### src/rtl/pipe_stage_buf.sv
// -----------------------------------------------------------------------------
// pipe_stage_buf
//
// Elastic handshake pipeline stage. Each word accepted from upstream is
// transformed (pass-through, +INCR or -INCR) and kept, together with its
// carry/borrow bit, in DEPTH words of storage: one output register plus a
// (DEPTH-1)-entry circular FIFO behind it. Downstream sees the oldest word in
// the output register, so a slow consumer does not stall upstream until the
// storage is full.
//
// Ports
//   clk            clock, all logic on the rising edge
//   reset          synchronous, active-high reset
//   DIR            upstream presents a valid word on data_in
//   data_in        upstream word
//   ack_prev       one-cycle pulse: the word on data_in has been captured
//   DOR            data_out/carry_out hold a valid word
//   data_out       transformed word (0 while DOR=0)
//   carry_out      carry (MODE 1) / borrow (MODE 2) of data_out, 0 in MODE 0
//   ack_from_next  downstream consumed the word on data_out
//   level          number of stored words, 0..DEPTH
//   full           level == DEPTH (registered)
// -----------------------------------------------------------------------------
module pipe_stage_buf #(
  parameter int              WIDTH = 8,
  parameter int              DEPTH = 2,
  parameter int              MODE  = 1,
  parameter logic [WIDTH-1:0] INCR = WIDTH'(1),
  parameter int              LW    = $clog2(DEPTH + 1)
) (
  input  logic             clk,
  input  logic             reset,
  input  logic             DIR,
  input  logic [WIDTH-1:0] data_in,
  output logic             ack_prev,
  output logic             DOR,
  output logic [WIDTH-1:0] data_out,
  output logic             carry_out,
  input  logic             ack_from_next,
  output logic [LW-1:0]    level,
  output logic             full
);

  // The FIFO behind the output register holds DEPTH-1 words. With DEPTH=1
  // it is never written (capture in HOLD requires !full), but a one-entry
  // array keeps the declarations legal. The array is sized to a power of two
  // so the pointer width always matches the index range.
  localparam int FDEPTH = (DEPTH > 1) ? DEPTH - 1 : 1;
  localparam int PW     = (FDEPTH > 1) ? $clog2(FDEPTH) : 1;
  localparam int FSIZE  = 1 << PW;

  typedef enum logic {IN_IDLE, IN_ACK}    in_state_t;
  typedef enum logic {OUT_EMPTY, OUT_HOLD} out_state_t;

  in_state_t        r_in_state;
  out_state_t       r_out_state;
  logic             r_ack_prev;
  logic             r_dor;
  logic [WIDTH-1:0] r_data_out;
  logic             r_carry_out;
  logic [LW-1:0]    r_level;
  logic             r_full;
  logic [PW-1:0]    r_rd_ptr;
  logic [PW-1:0]    r_wr_ptr;

  // Each entry stores {carry, word}.
  logic [WIDTH:0]   r_mem [FSIZE];

  logic [WIDTH-1:0] w_word;
  logic             w_carry;
  logic [WIDTH:0]   w_sum;
  logic [WIDTH:0]   w_diff;
  logic             w_capture;
  logic             w_consume;
  logic             w_fifo_has;
  logic             w_fifo_wr;
  logic             w_fifo_rd;
  logic [LW-1:0]    w_level_next;

  // ---------------------------------------------------------------------------
  // Transform. The extra top bit of the (WIDTH+1)-bit sum/difference is the
  // carry or, for unsigned subtraction, the borrow.
  // ---------------------------------------------------------------------------
  assign w_sum  = {1'b0, data_in} + {1'b0, INCR};
  assign w_diff = {1'b0, data_in} - {1'b0, INCR};

  generate
    if (MODE == 1) begin : g_add
      assign {w_carry, w_word} = w_sum;
    end else if (MODE == 2) begin : g_sub
      assign {w_carry, w_word} = w_diff;
    end else begin : g_pass
      assign w_word  = data_in;
      assign w_carry = 1'b0;
    end
  endgenerate

  // ---------------------------------------------------------------------------
  // Handshake decisions for this edge. full is the registered flag, so a
  // consume on the same edge does not open a slot for a capture.
  // ---------------------------------------------------------------------------
  always_comb begin
    w_capture  = (r_in_state == IN_IDLE) && DIR && !r_full;
    w_consume  = (r_out_state == OUT_HOLD) && ack_from_next;
    // In HOLD the output register accounts for one word; anything beyond
    // that lives in the FIFO.
    w_fifo_has = (r_level > LW'(1));
    // A captured word bypasses the FIFO only when the output register is
    // free: either EMPTY, or being consumed with nothing queued ahead.
    w_fifo_wr  = w_capture && (r_out_state == OUT_HOLD) && (!w_consume || w_fifo_has);
    w_fifo_rd  = w_consume && w_fifo_has;

    w_level_next = r_level;
    if (w_capture && !w_consume) begin
      w_level_next = r_level + LW'(1);
    end else if (!w_capture && w_consume) begin
      w_level_next = r_level - LW'(1);
    end
  end

  // ---------------------------------------------------------------------------
  // FIFO storage, no reset so it maps onto plain RAM.
  // ---------------------------------------------------------------------------
  always_ff @(posedge clk) begin
    if (!reset && w_fifo_wr) begin
      r_mem[r_wr_ptr] <= {w_carry, w_word};
    end
  end

  // ---------------------------------------------------------------------------
  // Input FSM, output FSM, level and pointers.
  // ---------------------------------------------------------------------------
  always_ff @(posedge clk) begin
    if (reset) begin
      r_in_state  <= IN_IDLE;
      r_out_state <= OUT_EMPTY;
      r_ack_prev  <= 1'b0;
      r_dor       <= 1'b0;
      r_data_out  <= '0;
      r_carry_out <= 1'b0;
      r_level     <= '0;
      r_full      <= 1'b0;
      r_rd_ptr    <= '0;
      r_wr_ptr    <= '0;
    end else begin
      // Input side: after an ack, skip one cycle because upstream still
      // presents the word just taken.
      case (r_in_state)
        IN_IDLE: begin
          if (w_capture) begin
            r_ack_prev <= 1'b1;
            r_in_state <= IN_ACK;
          end else begin
            r_ack_prev <= 1'b0;
          end
        end
        IN_ACK: begin
          r_ack_prev <= 1'b0;
          r_in_state <= IN_IDLE;
        end
        default: begin
          r_ack_prev <= 1'b0;
          r_in_state <= IN_IDLE;
        end
      endcase

      // Output side.
      case (r_out_state)
        OUT_EMPTY: begin
          if (w_capture) begin
            r_data_out  <= w_word;
            r_carry_out <= w_carry;
            r_dor       <= 1'b1;
            r_out_state <= OUT_HOLD;
          end
        end
        OUT_HOLD: begin
          if (w_consume) begin
            if (w_fifo_has) begin
              {r_carry_out, r_data_out} <= r_mem[r_rd_ptr];
            end else if (w_capture) begin
              r_data_out  <= w_word;
              r_carry_out <= w_carry;
            end else begin
              r_data_out  <= '0;
              r_carry_out <= 1'b0;
              r_dor       <= 1'b0;
              r_out_state <= OUT_EMPTY;
            end
          end
        end
        default: begin
          r_out_state <= OUT_EMPTY;
          r_dor       <= 1'b0;
        end
      endcase

      if (w_fifo_wr) begin
        r_wr_ptr <= (r_wr_ptr == PW'(FDEPTH - 1)) ? '0 : r_wr_ptr + PW'(1);
      end
      if (w_fifo_rd) begin
        r_rd_ptr <= (r_rd_ptr == PW'(FDEPTH - 1)) ? '0 : r_rd_ptr + PW'(1);
      end

      r_level <= w_level_next;
      r_full  <= (w_level_next == LW'(DEPTH));
    end
  end

  assign ack_prev  = r_ack_prev;
  assign DOR       = r_dor;
  assign data_out  = r_data_out;
  assign carry_out = r_carry_out;
  assign level     = r_level;
  assign full      = r_full;

endmodule

### config.mk
export PLATFORM = sky130hd
export DESIGN_NAME = pipe_stage_buf
export DESIGN_NICKNAME = d
export VERILOG_FILES = /design/src/rtl/pipe_stage_buf.sv
export SDC_FILE = /design/constraint.sdc
export NUM_CORES = 1
export LEC_CHECK = 0
export CAP_MARGIN = 15
export CORE_MARGIN = 2
export CORE_UTILIZATION = 35
export DETAILED_ROUTE_END_ITERATION = 8
export GPL_ROUTABILITY_DRIVEN = 0
export PLACE_DENSITY = 0.59
export SLEW_MARGIN = 15
export SYNTH_ARGS = -nofsm -noshare
export SYNTH_HDL_FRONTEND = slang
export SYNTH_SLANG_ARGS = --single-unit
export TNS_END_PERCENT = 10
### constraint.sdc
create_clock -name clk -period 2.29 [get_ports clk]
set_input_delay 0.458 -clock clk [delete_from_list [all_inputs] [get_ports clk]]
set_output_delay 0.458 -clock clk [all_outputs]
set_load 0.1 [all_outputs]
==> results of run 1 <==
## tightest hold or removal path, stage by stage, from the launching register on
cell	delay [ns]
dfxtp_1	0.34
nand3_1	0.06
o21ai_0	0.06
## layout by cell type, fill, tap and decap left out, drive strengths merged, types with 2 or more instances in the layout
cell and n:
nor2 8, or3 2, nand3b 2, a31oi 2
mux2 2, buf 22, o21ai 4, dfxtp 15
clkbuf 3, xnor2 4, ha 2, nand3 8
inv 4, edfxtp 9, nand2b 4, a22o 5
nor3b 2, nand2 13, a31o 2, clkdlybuf4s50 11
maj3 2, nor3 2, a21oi 5
## per-layer routing
metal  vias to the layer above  track usage (%)
met5                         -                0
met4                         0            2.795
met3                         2            4.478
met2                        16            25.04
met1                       438            17.82
li1                        472                -
## state kept, by name, indices dropped and copies added (netlist names)
name	flops
full	1
ack_prev	1
carry_out	1
r_mem	9
level	2
r_out_state	1
DOR	1
data_out	8
## how the worst max path moves through the flow
stage | depth (start not counted) | start | end
after floorplan | 4 | level[0] | data_out[3]
final | 5 | DIR | r_mem[0][6]
after global routing | 5 | level[1] | data_out[7]
after detailed placement | 5 | DIR | r_mem[0][3]
after CTS | 5 | level[1] | data_out[7]
after global placement | 6 | DIR | full
## area by class of cell
| type | count | area, um^2 | share of cell area [%] |
|---|---|---|---|
| inverters | 4 | 15.01 | 1.007 |
| clock inverters | 1 | 30.03 | 2.013 |
| clock buffers | 3 | 22.52 | 1.510 |
| well taps | 44 | 55.05 | 3.691 |
| flip-flops and latches | 24 | 571.8 | 38.34 |
| multi-input cells | 80 | 521.8 | 34.98 |
| repair buffers | 33 | 275.3 | 18.46 |
## stage by stage
stage,total power (uW),hold slack [ns],setup slack [ns]
after floorplan,922.9,0.5109,0.08775
after global placement,1052,0.4555,0.1645
after detailed placement,1054,0.4598,0.1470
after CTS,1368,0.4918,0.4756
after global routing,1417,0.5182,0.3760
final,1350,0.4876,0.4902
## cells by family after synthesis
logic type	after synthesis	share of synthesized area, %
simple gates	46	20.89
flops	24	50.67
compound gates	22	14.11
buf+inv	8	3.444
xor+xnor	5	3.889
fa+ha+maj	4	4.111
mux	3	2.889
## power by group through the flow
stage | Sequential (uW) | Combinational [uW] | Clock [uW]
after floorplan | 769 | 154 | 0
after global placement | 526 | 526 | 0
after detailed placement | 527 | 527 | 0
after CTS | 518 | 528 | 322
after global routing | 523 | 554 | 340
final | 517 | 524 | 310
==> qor.csv, run 1 <==
metric,value,unit
synthesis.area,0.001126,mm^2
critPathKind,in2reg,
ir_worst_vdd,467.3,uV
powerDensity,905.1,mW/mm^2
setup_tns,0,ns
cts.clk_slew.worst_paths,0.14,ns
final-hold-violation-count,0,
netlist_top_cells_count,"15 x dfxtp_1, 13 x nand2_1, 9 x edfxtp_1, 8 x nand3_1, 8 x nor2_1",
synth_area_per_cell,10.05,um^2
drc,0,
numCtsBuffers,3,
synthDominantCellAreaShare,26.67,%
setup_violations,0,
power.internal,819.6,uW
drt-initial-drc-count,22,
synth_cells,112,
finalCritPeriodShare,78.59,%
wl_met1,1.093,mm
via_count,928,
cts_post_setup_buffers_inserted,0,
port_buffers,25,
seq_power_share,38.3,%
fp-row-count,20,
tightest_slew,0.4448,ns
clock-root-buffer,clkbuf_4,
ys_seq_elements,24,
die_w,60.72,um
ys_seq_area_share,50.67,%
die_area,0.003687,mm^2
clkLatencyLatePin,0.32,ns
cp.required,2.33,ns
met2_length,1.153,mm
path_max_fanout,9,
syn2layout_area_growth,32.44,%
syn_nets,126,
cts_max_level,1,
final_cells,189,
fillers,315,
synth.area.top_cells,"dfxtp_1 27%, edfxtp_1 24%, nand2_1 4.3%",
grtUsageTotal,14.44,%
nets,160,
r2r_setup_slack,0.53,ns
cts_sinks,24,
crit_family,buffers and inverters,
arrival,1.84,ns
cts_resized,0,
maxCapViolCount,0,
cts_hold_buf,0,
synth.distinct_cells,36,
die_y,60.72,um
io-pin-count,26,
timing.final.max_slew_violations,0,
r2r_start,level[1],
cts_tree,yes,
clock_power_share,22.9,%
yosys_most_used_dff,dfxtp_1,
place_hpwl,1.816,mm
worst_path_largest_cell_delay,0.46,ns
rsz0062_at_grt,no,
wire_per_inst,12.49,um
yosysMostFrequentCell,dfxtp_1,
via_per_inst,4.910,
start_util,36.89,%
yosysWarnings,0,
grt_pass1_wl,3.877,mm
grt.overflow.total,0,
routed-wl-met3,94,um
crit_chain,"clkdlybuf4s50_1, or3b_1, buf_4, nor3_2, buf_4",
antenna_left,0,
min_from,data_out[1],
wirelength,2.360,mm
clock_skew,0.01243,ns
drive_above_1_share,24.14,%
first_pass_iters,4,
rr_endpoint,data_out[7],
cp_common_cell,buf_4,
post-route-util,48.85,%
synthArstFlopShare,0,%
dp.cells,185,
placed_area,0.001439,mm^2
startpoint_type,primary input,
path_buf_inv,3,
synth_edf_count,9,
status,completed,
core_area,0.003053,mm^2
critPathSlowestCell,clkdlybuf4s50_1,
maxSlewHeadroom,70.25,%
switching_power,530.4,uW
design_area,0.001491,mm^2
topRoutingLayerUsed,met4,
crit_path_end_kind,register,
swShare,39.29,%
layout_min_cycle_time,1.800,ns
antenna_found_initial,0,
power_frac_comb,38.8,%
diodes,0,
hp-class,reg2reg,
grt_max_degree,15,
maxClockFrequency,555.6,MHz
max-clock-path-buffers,2,
hold_path_depth,2,
synth_top_area_cell,dfxtp_1,
grt_pass1_vias,897,
r2r_cells,5,
hold_end,data_out[1],
p_leak,0.0005990,uW
Note: power is estimated with default switching activity, not from simulation.
==> run 2: changes to the inputs <==
--- a/config.mk
+++ b/config.mk
@@ -10,7 +10,7 @@
 export CORE_UTILIZATION = 35
 export DETAILED_ROUTE_END_ITERATION = 8
 export GPL_ROUTABILITY_DRIVEN = 0
-export PLACE_DENSITY = 0.59
+export PLACE_DENSITY = 0.62
 export SLEW_MARGIN = 15
 export SYNTH_ARGS = -nofsm -noshare
 export SYNTH_HDL_FRONTEND = slang
==> constraint.sdc (replaced) <==
create_clock -name clk -period 1.5 [get_ports clk]
set_input_delay 0.3 -clock clk [delete_from_list [all_inputs] [get_ports clk]]
set_output_delay 0.3 -clock clk [all_outputs]
set_load 0.1 [all_outputs]
==> run 2 against run 1 <==
Compared with the run above:
- utilization grew 13 points
- cell area is 27% higher
- critical path type unchanged
- die area did not move
- via count increased by 6.5%
- routed wire length up 12%
- global-route usage grew 2.1 points
- largest power group unchanged
- sequential power increased by 55%
- power grew 71%
- critical path depth did not move
- sequential share of layout area down 7.6 points
- clock power up 33%
- setup slack lost 0.47 ns
==> qor.csv, run 2 (synthesis results as in run 1) <==
metric,value,unit,change
whs,0.5303,ns,+0.04273 ns
tightest_slew,0.3129,ns,-0.1319 ns
startpoint_type,primary input,,
power_frac_comb,47.4,%,+8.6 points
rr_endpoint,full,,
final_cell_mix,"23 x buf_4, 15 x buf_12, 12 x nand2_1, 11 x dfxtp_1, 10 x clkdlybuf4s50_1",,
drt-initial-drc-count,32,,+45%
hold_path_depth,2,,unchanged
clock_skew,0.003063,ns,-0.009372 ns
maxCapViolCount,0,,unchanged
power.internal,1415,uW,+73%
final_cells,205,,+8.5%
switching_power,895.4,uW,+69%
wire_per_inst,12.85,um,+2.9%
cts.clk_slew.worst_paths,0.14,ns,about the same
rsz0062_at_grt,yes,,
r2r_cells,4,,-1
timing.final.max_slew_violations,0,,unchanged
r2r_start,full,,
grtUsageTotal,16.51,%,+2.1 points
p_leak,0.0007383,uW,+23%
finalCritPeriodShare,98.48,%,
max-clock-path-buffers,2,,unchanged
setup_violations,0,,unchanged
dp.cells,201,,+8.6%
grt_pass1_wl,4.491,mm,+16%
crit_start,data_in[2],,
drc,0,,unchanged
seq_power_share,34.8,%,-3.5 points
place_hpwl,2.035,mm,+12%
drive_above_1_share,42.24,%,+18 points
status,completed,,
cts_tree,yes,,
grt.overflow.total,0,,unchanged
r2r_setup_slack,0.03,ns,-0.50 ns
ir_worst_vdd,804.3,uV,+72%
layout_min_cycle_time,1.477,ns,
port_buffers,25,,unchanged
power,2311,uW,+71%
nets,176,,+10%
diodes,0,,unchanged
clock-root-buffer,clkbuf_4,,
via_count,988,,+6.5%
die_area,0.003687,mm^2,unchanged
die_y,60.72,um,unchanged
cts_post_setup_buffers_inserted,0,,unchanged
crit_path_end_kind,register,,
critPathKind,in2reg,,
largest_reg_flops,9,,unchanged
grt_pass1_vias,974,,+8.6%
wirelength,2.635,mm,+12%
syn2layout_area_growth,67.89,%,
via_per_inst,4.820,,-1.8%
die_w,60.72,um,unchanged
core_area,0.003053,mm^2,unchanged
preCtsSetupSlack,-0.4899,ns,-0.6368 ns
io-pin-count,26,,unchanged
cts_hold_buf,0,,unchanged
final-hold-violation-count,0,,unchanged
final_common_cell,buf_4,,
first_pass_iters,4,,unchanged
fp-row-count,20,,unchanged
start_util,36.89,%,unchanged
path_max_fanout,5,,-4
cp.required,1.78,ns,-0.55 ns
antenna_found_initial,0,,unchanged
min_from,data_out[1],,
antenna_left,0,,unchanged
hold_end,data_out[1],,
grt_max_degree,15,,unchanged
clkLatencyLatePin,0.32,ns,about the same
maxClockFrequency,676.9,MHz,
swShare,38.75,%,-0.54 points
cts_max_level,1,,unchanged
hp-class,reg2reg,,
cts_sinks,24,,unchanged
clock_power_share,17.8,%,-5.1 points
worst_slack,0.02277,ns,-0.4674 ns
top_register,r_mem,,
numCtsBuffers,3,,unchanged
post-route-util,61.93,%,+13 points
powerDensity,1222,mW/mm^2,+35%
maxSlewHeadroom,78.92,%,+8.7 points
arrival,1.76,ns,-0.08 ns
[run 2: cell count changes in the layout (fill, tap and decap cells not counted), moves of 2 or more]
cell / delta
buf_12: +15
dfxtp_1: -3
ha_1: -2
dfxtp_4: +2
[run 2: what timing repair did]
action                                  4_1_cts  5_1_grt
endpoints found under the setup margin       18       15
gates resized for setup                       6       10
pin swaps                                     3        6
[run 2: power by group through the flow]
stage / Combinational [uW] / Sequential, uW / Clock, uW
6_report: 1100 / 803 / 412
5_1_grt: 1160 / 813 / 441
4_1_cts: 1070 / 804 / 419
3_5_place_dp: 1050 / 818 / 0
3_3_place_gp: 1030 / 815 / 0
2_1_floorplan: 253 / 1190 / 0
[run 2: area by class of cell]
type	instances	area, um^2
Clock buffer	4	47.55
Sequential cell	24	580.6
Fill cell	258	1162
Tap cell	44	55.05
Multi-Input combinational cell	80	610.6
Timing Repair Buffer	49	581.8
Inverter	4	15.01
[run 2: how the worst max path moves through the flow]
stage / cells after the start / end / slack, ns
finish: 5 / carry_out / 0.02
global route: 5 / data_out[7] / -0.04
CTS: 6 / data_out[6] / -0.01
global placement: 6 / carry_out / -0.44
detailed placement: 6 / data_out[3] / -0.49
floorplan: 5 / data_out[3] / -0.25
[run 2: critical path, stage by stage]
cell             delay, ns
clkdlybuf4s50_1       0.58
and4_2                0.29
nand2_1               0.08
o31ai_1               0.33
a22o_1                0.18
[run 2: stage by stage]
stage	TNS, ns	cell area [um^2]
after floorplan	-4.100	1164
after global placement	-8.760	1778
after detailed placement	-9.653	1778
after CTS	-0.01433	1841
after global routing	-0.1123	1891
final	0	1891
[run 2: routing by layer]
metal	routed length, um	track usage [%]	share of wire, %	up-vias
met1	1231	23.90	47	462
met5	0	0	0	-
met2	1303	24.73	49	20
met3	73	3.838	2.8	2
li1	-	-	-	504
met4	27	4.658	1.0	0
